## src/rtl/encoder_4x2_seq_if.sv

```systemverilog
// Handshake bundle between a line-vector source and the sequential 4-to-2 encoder.
// The master drives lines, load strobe and ready; the slave returns codes and status.
interface encoder_4x2_seq_if;
  logic       enable;
  logic       load;
  logic [0:3] D;
  logic       ready;
  logic       A;
  logic       B;
  logic       valid;
  logic       busy;
  logic       done;
  logic       zero;

  modport master (
    output enable, load, D, ready,
    input  A, B, valid, busy, done, zero
  );

  modport slave (
    input  enable, load, D, ready,
    output A, B, valid, busy, done, zero
  );
endinterface

```

## src/rtl/encoder_4x2_seq.sv

```systemverilog
// Sequential 4-to-2 encoder: captures a decoded line vector and drains it as a
// stream of 2-bit codes, lowest line first, over a valid/ready handshake.
module encoder_4x2_seq (
  input  logic              clk,
  input  logic              rst_n,
  encoder_4x2_seq_if.slave  bus
);

  typedef enum logic {
    IDLE = 1'b0,
    EMIT = 1'b1
  } state_e;

  state_e     state_q;
  logic [0:3] pend_q;
  logic [0:3] pend_d;
  logic       done_q;
  logic       zero_q;
  logic [1:0] code;
  logic       emit_valid;
  logic       xfer;

  // NOTE: every variable gets a default before the if-chain so no latch is inferred.
  always_comb begin
    code = 2'd0;
    if (pend_q[0])      code = 2'd0;
    else if (pend_q[1]) code = 2'd1;
    else if (pend_q[2]) code = 2'd2;
    else if (pend_q[3]) code = 2'd3;
  end

  // Pending set after the current code is accepted.
  always_comb begin
    pend_d       = pend_q;
    pend_d[code] = 1'b0;
  end

  assign emit_valid = (state_q == EMIT) && bus.enable;
  assign xfer       = emit_valid && bus.ready;

  // NOTE: sequential state uses non-blocking assignments so all registers update together.
  always_ff @(posedge clk) begin
    if (!rst_n) begin
      state_q <= IDLE;
      pend_q  <= '0;
      done_q  <= 1'b0;
      zero_q  <= 1'b0;
    end else begin
      done_q <= 1'b0;
      zero_q <= 1'b0;
      case (state_q)
        IDLE: begin
          if (bus.load && bus.enable) begin
            if (bus.D != '0) begin
              pend_q  <= bus.D;
              state_q <= EMIT;
            end else begin
              zero_q <= 1'b1;
            end
          end
        end
        EMIT: begin
          if (xfer) begin
            pend_q <= pend_d;
            if (pend_d == '0) begin
              state_q <= IDLE;
              done_q  <= 1'b1;
            end
          end
        end
      endcase
    end
  end

  // Code and valid depend only on registered state plus enable, never on D/load/ready.
  assign bus.A     = (state_q == EMIT) ? code[1] : 1'b0;
  assign bus.B     = (state_q == EMIT) ? code[0] : 1'b0;
  assign bus.valid = emit_valid;
  assign bus.busy  = (state_q == EMIT);
  assign bus.done  = done_q;
  assign bus.zero  = zero_q;

endmodule

```

## src/flat_wrapper.sv

```systemverilog
// flat-port wrapper written by rule: the top's interface ports become plain ports
module encoder_4x2_seq_flat 
  (clk, rst_n, bus_enable, bus_load, bus_D, bus_ready, bus_A, bus_B, bus_valid, bus_busy, bus_done, bus_zero);
  encoder_4x2_seq_if bus_i ();
  input  logic clk;
  input  logic rst_n;
  input wire logic [$bits(bus_i.enable)-1:0] bus_enable;
  input wire logic [$bits(bus_i.load)-1:0] bus_load;
  input wire logic [$bits(bus_i.D)-1:0] bus_D;
  input wire logic [$bits(bus_i.ready)-1:0] bus_ready;
  output wire logic [$bits(bus_i.A)-1:0] bus_A;
  output wire logic [$bits(bus_i.B)-1:0] bus_B;
  output wire logic [$bits(bus_i.valid)-1:0] bus_valid;
  output wire logic [$bits(bus_i.busy)-1:0] bus_busy;
  output wire logic [$bits(bus_i.done)-1:0] bus_done;
  output wire logic [$bits(bus_i.zero)-1:0] bus_zero;
  assign bus_i.enable = bus_enable;
  assign bus_i.load = bus_load;
  assign bus_i.D = bus_D;
  assign bus_i.ready = bus_ready;
  assign bus_A = bus_i.A;
  assign bus_B = bus_i.B;
  assign bus_valid = bus_i.valid;
  assign bus_busy = bus_i.busy;
  assign bus_done = bus_i.done;
  assign bus_zero = bus_i.zero;
  encoder_4x2_seq u_core (.clk(clk), .rst_n(rst_n), .bus(bus_i));
endmodule
```

## config.mk

```make
export PLATFORM = sky130hd
export DESIGN_NAME = encoder_4x2_seq_flat
export DESIGN_NICKNAME = d
export VERILOG_FILES = /design/src/rtl/encoder_4x2_seq_if.sv /design/src/rtl/encoder_4x2_seq.sv /design/src/flat_wrapper.sv
export SDC_FILE = /design/constraint.sdc
export NUM_CORES = 1
export LEC_CHECK = 0
export BUFFER_PORTS_ARGS = -buffer_cell sky130_fd_sc_hd__clkbuf_2
export CAP_MARGIN = 10
export CORE_AREA = 2 2 39 41
export CTS_BUF_LIST = sky130_fd_sc_hd__clkbuf_16
export DETAILED_ROUTE_END_ITERATION = 8
export DIE_AREA = 0 0 41 43
export PLACE_DENSITY_LB_ADDON = 0.1
export SYNTH_ARGS = -nofsm -noshare
export SYNTH_HDL_FRONTEND = slang
export SYNTH_SLANG_ARGS = --single-unit
```

## constraint.sdc

```tcl
create_clock -name clk -period 1.7 [get_ports clk]
set_clock_uncertainty 0.2 [all_clocks]
set_input_delay 0.085 -clock clk [delete_from_list [all_inputs] [get_ports clk]]
set_output_delay 0.085 -clock clk [all_outputs]
set_load 0.03 [all_outputs]
```

; ---- Word-level counts from Yosys, hierarchy flattened
; Cells that the tools add are included.
[totals]
ff_bits = 7
input_bits = 9
out_inout_bits = 6
wordCells = 43
[classes]
order_cmp = 2
eq_ne = 3
mux = 19
bitwise_logic = 6
n_reduce_logical = 9
[op_table]
columns = cell, n
row1 = 2-to-1 mux 4 bit, 3
row2 = 2-to-1 mux 1 bit, 9
row3 = 2-to-1 mux 2 bit, 4
row4 = case mux 4 bit (2 select lines), 1
row5 = AND reduction 3 bit, 2
row6 = bitwise AND 4 bit, 1
row7 = logical AND 1 bit, 4
row8 = logical NOT 4 bit, 1
row9 = != test 2 x 1 -> 1 bit (second input constant), 2
row10 = inverter 4 bit, 1
row11 = nonzero test 4 bit, 1
row12 = >= comparator 3 bit (second input constant), 1
row13 = less-than comparator 3 x 1 -> 1 bit (second input constant), 1
row14 = inverter 1 bit, 3
row15 = inverter 2 -> 3 bit, 1
row16 = OR reduction 3 bit, 1
row17 = demux 1 bit (select 2 bit), 1
row18 = != test 2 bit (second input constant), 1
row19 = case mux 1 bit (2 select lines), 1

; ---- Depth between registers and ports, before layout
[logic_depth]
word_depth = 15
depth_mapped = 4
ltp_nobuf = 3

; ---- Worst setup path before layout
; OpenSTA, ideal clock, no wires.
[synth_path]
path_kind = register to output
start = register u_core.state_q, in the netlist u_core.bus.busy
end = output bus_A
arrival_time_ns = 1.759
path_slack_ns = -0.344
stages_incl_launch_ff = 3
path_buffers = 1
cell_sequence = dfxtp_1 clkbuf_2 nor4b_1
[synth_between]
elab_chain_len = 1
[synth_lines]
columns = item, line
row1 = start: declaration, encoder_4x2_seq.sv:14  ; state_e state_q;
row2 = start signal: assignment, encoder_4x2_seq.sv:44  ; state_q <= IDLE;
row3 = start signal: assignment, encoder_4x2_seq.sv:56  ; state_q <= EMIT;
row4 = start signal: assignment, encoder_4x2_seq.sv:66  ; state_q <= IDLE;
row5 = 2-to-1 mux 1 bit, encoder_4x2_seq.sv:76  ; assign bus.A = (state_q == EMIT) ? code[1] : 1'b0;
row6 = end: declaration, flat_wrapper.sv:11  ; output wire logic [$bits(bus_i.A)-1:0] bus_A;
; Every way passes these cells.

; ---- Worst setup path after layout
[layout_path]
start = input bus_D[1]
end = register u_core.pend_q[2] (netlist name)
[layout_between]
elab_chain_len = 3
[layout_lines]
columns = item, line
row1 = start: declaration, flat_wrapper.sv:9  ; input wire logic [$bits(bus_i.D)-1:0] bus_D;
row2 = nonzero test 4 bit or 2-to-1 mux 4 bit (tied branches), encoder_4x2_seq.sv:54  ; if (bus.D != '0) begin
row3 = != test 2 x 1 -> 1 bit (no source line) or 2-to-1 mux 4 bit (tied branches), -
row4 = AND reduction 3 bit (no source line) or case mux 4 bit (2 select lines) (tied branches), -
row5 = end signal: assignment, encoder_4x2_seq.sv:55  ; pend_q <= bus.D;
row6 = end signal: assignment, encoder_4x2_seq.sv:64  ; pend_q <= pend_d;
row7 = end: declaration, encoder_4x2_seq.sv:15  ; logic [0:3] pend_q;
; Parallel ways exist; a longest one is shown, timed or not. The select of a mux whose other input is x is not followed.
; A chain may end at the register's enable or synchronous reset.

==> results.sh <==
export IMPL_gp_congestion=0.7095
export IMPL_die_x_um=41
export IMPL_rsz0062_at_grt="false"
export IMPL_outcome="completed"
export IMPL_grt_pass1_vias=409
export IMPL_crit_start="bus_D[1]"
export IMPL_grt_busiest_layer="met2"
export IMPL_path_cells="dlygate4sd3_1 > clkbuf_2 > nor4_4 > o21ai_2 > a311oi_1"
export IMPL_pre_cts_slack_ps=242.0
export IMPL_drt_iter0_drc=7
export IMPL_endpoint_kind="flop"
export IMPL_start_util_pct=27.40
export IMPL_p_comb_share_pct=11.6
export IMPL_crit_cells=5
export IMPL_period_share_pct=91.76
export IMPL_clk_pin_slew_ps=40
export IMPL_dpl_hpwl_um=741.2
export IMPL_required_ps=1640
export IMPL_cts_sinks=7
export IMPL_die_area_mm2=0.001763
export IMPL_met3_usage_pct=4.712
export IMPL_numPortBuffers=14
export IMPL_synth_nets=52
export IMPL_r2r_cells=3
export IMPL_clk_path_buf_depth=2
export IMPL_synth_cells=43
export IMPL_cts_root_buffer="clkbuf_16"
export IMPL_placed_cells=70
export IMPL_rows=14
export IMPL_detail_route_vias_per_cell=5.114
export IMPL_rrSetupSlack_ps=240
export IMPL_cts_buffers=3
export IMPL_final_util_pct=42.95
export IMPL_p_sw_share_pct=22.26
export IMPL_vias=404
export IMPL_drv_cap=0
export IMPL_syn_avg_cell_area_um2=8.817
export IMPL_grt_use_met2_pct=20.31
export IMPL_post_route_cells_drive_above_1_share_pct=36.51
export IMPL_clkLatencyLatePin_ps=230
export IMPL_coreArea_mm2=0.001384
export IMPL_tns_ps=0
export IMPL_cp_buffers_inverters=2
export IMPL_p_clk_share_pct=60.3
export IMPL_fin_crit_ps=1560
export IMPL_final_common_cell="clkbuf_2"
export IMPL_grt_max_degree=13
export IMPL_cts_resized=0
export IMPL_overflow=0
export IMPL_postCtsHoldBufs=5
export IMPL_hold_class="in -> reg"
export IMPL_worstReg2RegStart="u_core.bus.busy"
export IMPL_worst_pin_slew_ps=332.3
export IMPL_path_class="in -> reg"
export IMPL_slew_headroom_pct=77.82
export IMPL_vdd_drop_max_uv=510.0
export IMPL_postCtsSetupBuffers=0
export IMPL_met1_usage_pct=17.95
export IMPL_final_antenna_net_count=0
export IMPL_synthSimpleGateAreaFrac_pct=27.39
export IMPL_critPathTopFamily="buffers and inverters"
export IMPL_n_fill_cell=136
export IMPL_fmax_mhz=641.0
export IMPL_wl_per_cell_um=13.01
export IMPL_synth_fa_ha_area_share_pct=0
export IMPL_io_pin_count=15
export IMPL_synth_top_family_by_area="simple AND/OR/NAND/NOR gates"
export IMPL_start_kind="input pin"
export IMPL_cts_tree="done"
export IMPL_synthMuxAreaShare_pct=2.640
export IMPL_whs_ps=18.47
export IMPL_design_area_um2=594.3
export IMPL_synth_compound_area_share_pct=27.06
export IMPL_worst_path_max_delay_cell="dlygate4sd3_1"
export IMPL_report_final_hold_viol_count=0
export IMPL_netlist_area_um2=379.1
export IMPL_dr_pass1_iters=4
export IMPL_critPathMaxFanout=4
export IMPL_gr_usage_all_layers_pct=14.74
export IMPL_setup_viol=0
export IMPL_dpl_cell_area_um2=465.4
export IMPL_drt_wl_total_um=1028
export IMPL_p_per_area_mw_per_mm2=1113
export IMPL_max_stage_delay_ps=540
export IMPL_seq_power_share_pct=28.2
export IMPL_intPower_mw=0.5144
export IMPL_worst_slack_ps=140.0
export IMPL_htree_levels=1
export IMPL_drc_errors=0
export IMPL_timing_rr_end="u_core.pend_q[3]"
export IMPL_maxSlewViolCount=0
export IMPL_ys_ff_latch=7
export IMPL_arrival_ps=1500
export IMPL_p_total_mw=0.6616
export IMPL_regArea_um2=140.1
export IMPL_synth_xor_area_share_pct=0
export IMPL_multi_input_area_um2=227.7
export IMPL_synth_cell_type_count=24
export IMPL_die_h_um=43
export IMPL_antenna_found_initial=0
export IMPL_p_sw_mw=0.1473
export IMPL_nNetsFinal=73
export IMPL_ys_seq_area_share_pct=36.96
export IMPL_yosys_warnings=0
export IMPL_diodes=0
export IMPL_area_growth_pct=56.77
export IMPL_finalNonFillerCells=79
export IMPL_layout_common_cells="clkbuf_2, dfxtp_1, a21oi_1"
export IMPL_p_leak_nw=0.2423
export IMPL_critical_path_endpoint="u_core.pend_q[2]"
export IMPL_grt_pass1_wl_um=1697
[worst min path at each step]
stage	startpoint	end	slack [ps]	cells past startpoint
floorplan	rst_n	u_core.pend_q[0]	30	2
global placement	rst_n	u_core.bus.busy	190	2
detailed placement	rst_n	u_core.bus.busy	190	2
CTS	bus_D[2]	u_core.pend_q[1]	10	3
global route	bus_D[2]	u_core.pend_q[1]	40	3
finish	bus_D[2]	u_core.pend_q[1]	20	3
[state kept, by name (all words and copies together) (netlist names)]
register	cells
u_core.pend_q	4
u_core.bus.done	1
u_core.bus.busy	1
u_core.bus.zero	1
[logic make-up after synthesis]
kind of cell	after synthesis
compound gates	15
simple gates	15
flops	7
buf+inv	5
mux	1
[worst register-to-register path, stage by stage (launching register included)]
cell and delay [ps]:
dfxtp_1 400, and3b_1 400, a21oi_1 120, a311oi_1 250
[power by group through the flow]
stage | clock network (mW) | logic, mW | registers [mW]
after floorplan | 0 | 0.0453 | 0.185
after global placement | 0 | 0.0674 | 0.189
after detailed placement | 0 | 0.0670 | 0.189
after CTS | 0.405 | 0.0764 | 0.186
after global routing | 0.416 | 0.0836 | 0.188
final | 0.399 | 0.0767 | 0.186
[cell usage after synthesis]
cell,count,area [µm²]
a211oi_1,2,15.01
nor4_4,1,21.27
nand2_1,3,11.26
nor3_1,1,5.000
a22oi_1,1,7.510
mux2i_1,1,10.01
a21oi_1,6,30.03
nor3b_1,1,7.510
buf_2,2,10.01
o21ai_2,1,8.760
dfxtp_1,7,140.1
o221a_2,1,11.26
o31ai_1,1,7.510
and3b_1,1,8.760
nand3b_1,2,15.01
a311oi_1,2,17.52
nor2_1,2,7.510
and2_1,1,6.260
nor4b_1,1,8.760
nand3_1,1,5.000
and3_2,1,7.510
inv_1,2,7.510
clkbuf_2,1,5.000
o21ai_0,1,5.000
[final cells by class]
type	instances	share of cell area, %
Tap cell	16	3.368
Sequential cell	7	23.58
Inverter	2	1.263
Clock inverter	1	0.6316
Timing Repair Buffer	19	20.21
Clock buffer	3	12.63
Multi-Input combinational cell	31	38.32
[layer usage]
layer	vias to the layer above	part of all wire, %
met4	0	3.0
met3	5	8.4
li1	205	-
met1	173	48
met2	21	41
met5	-	0
Power figures use the tool's default switching activity.
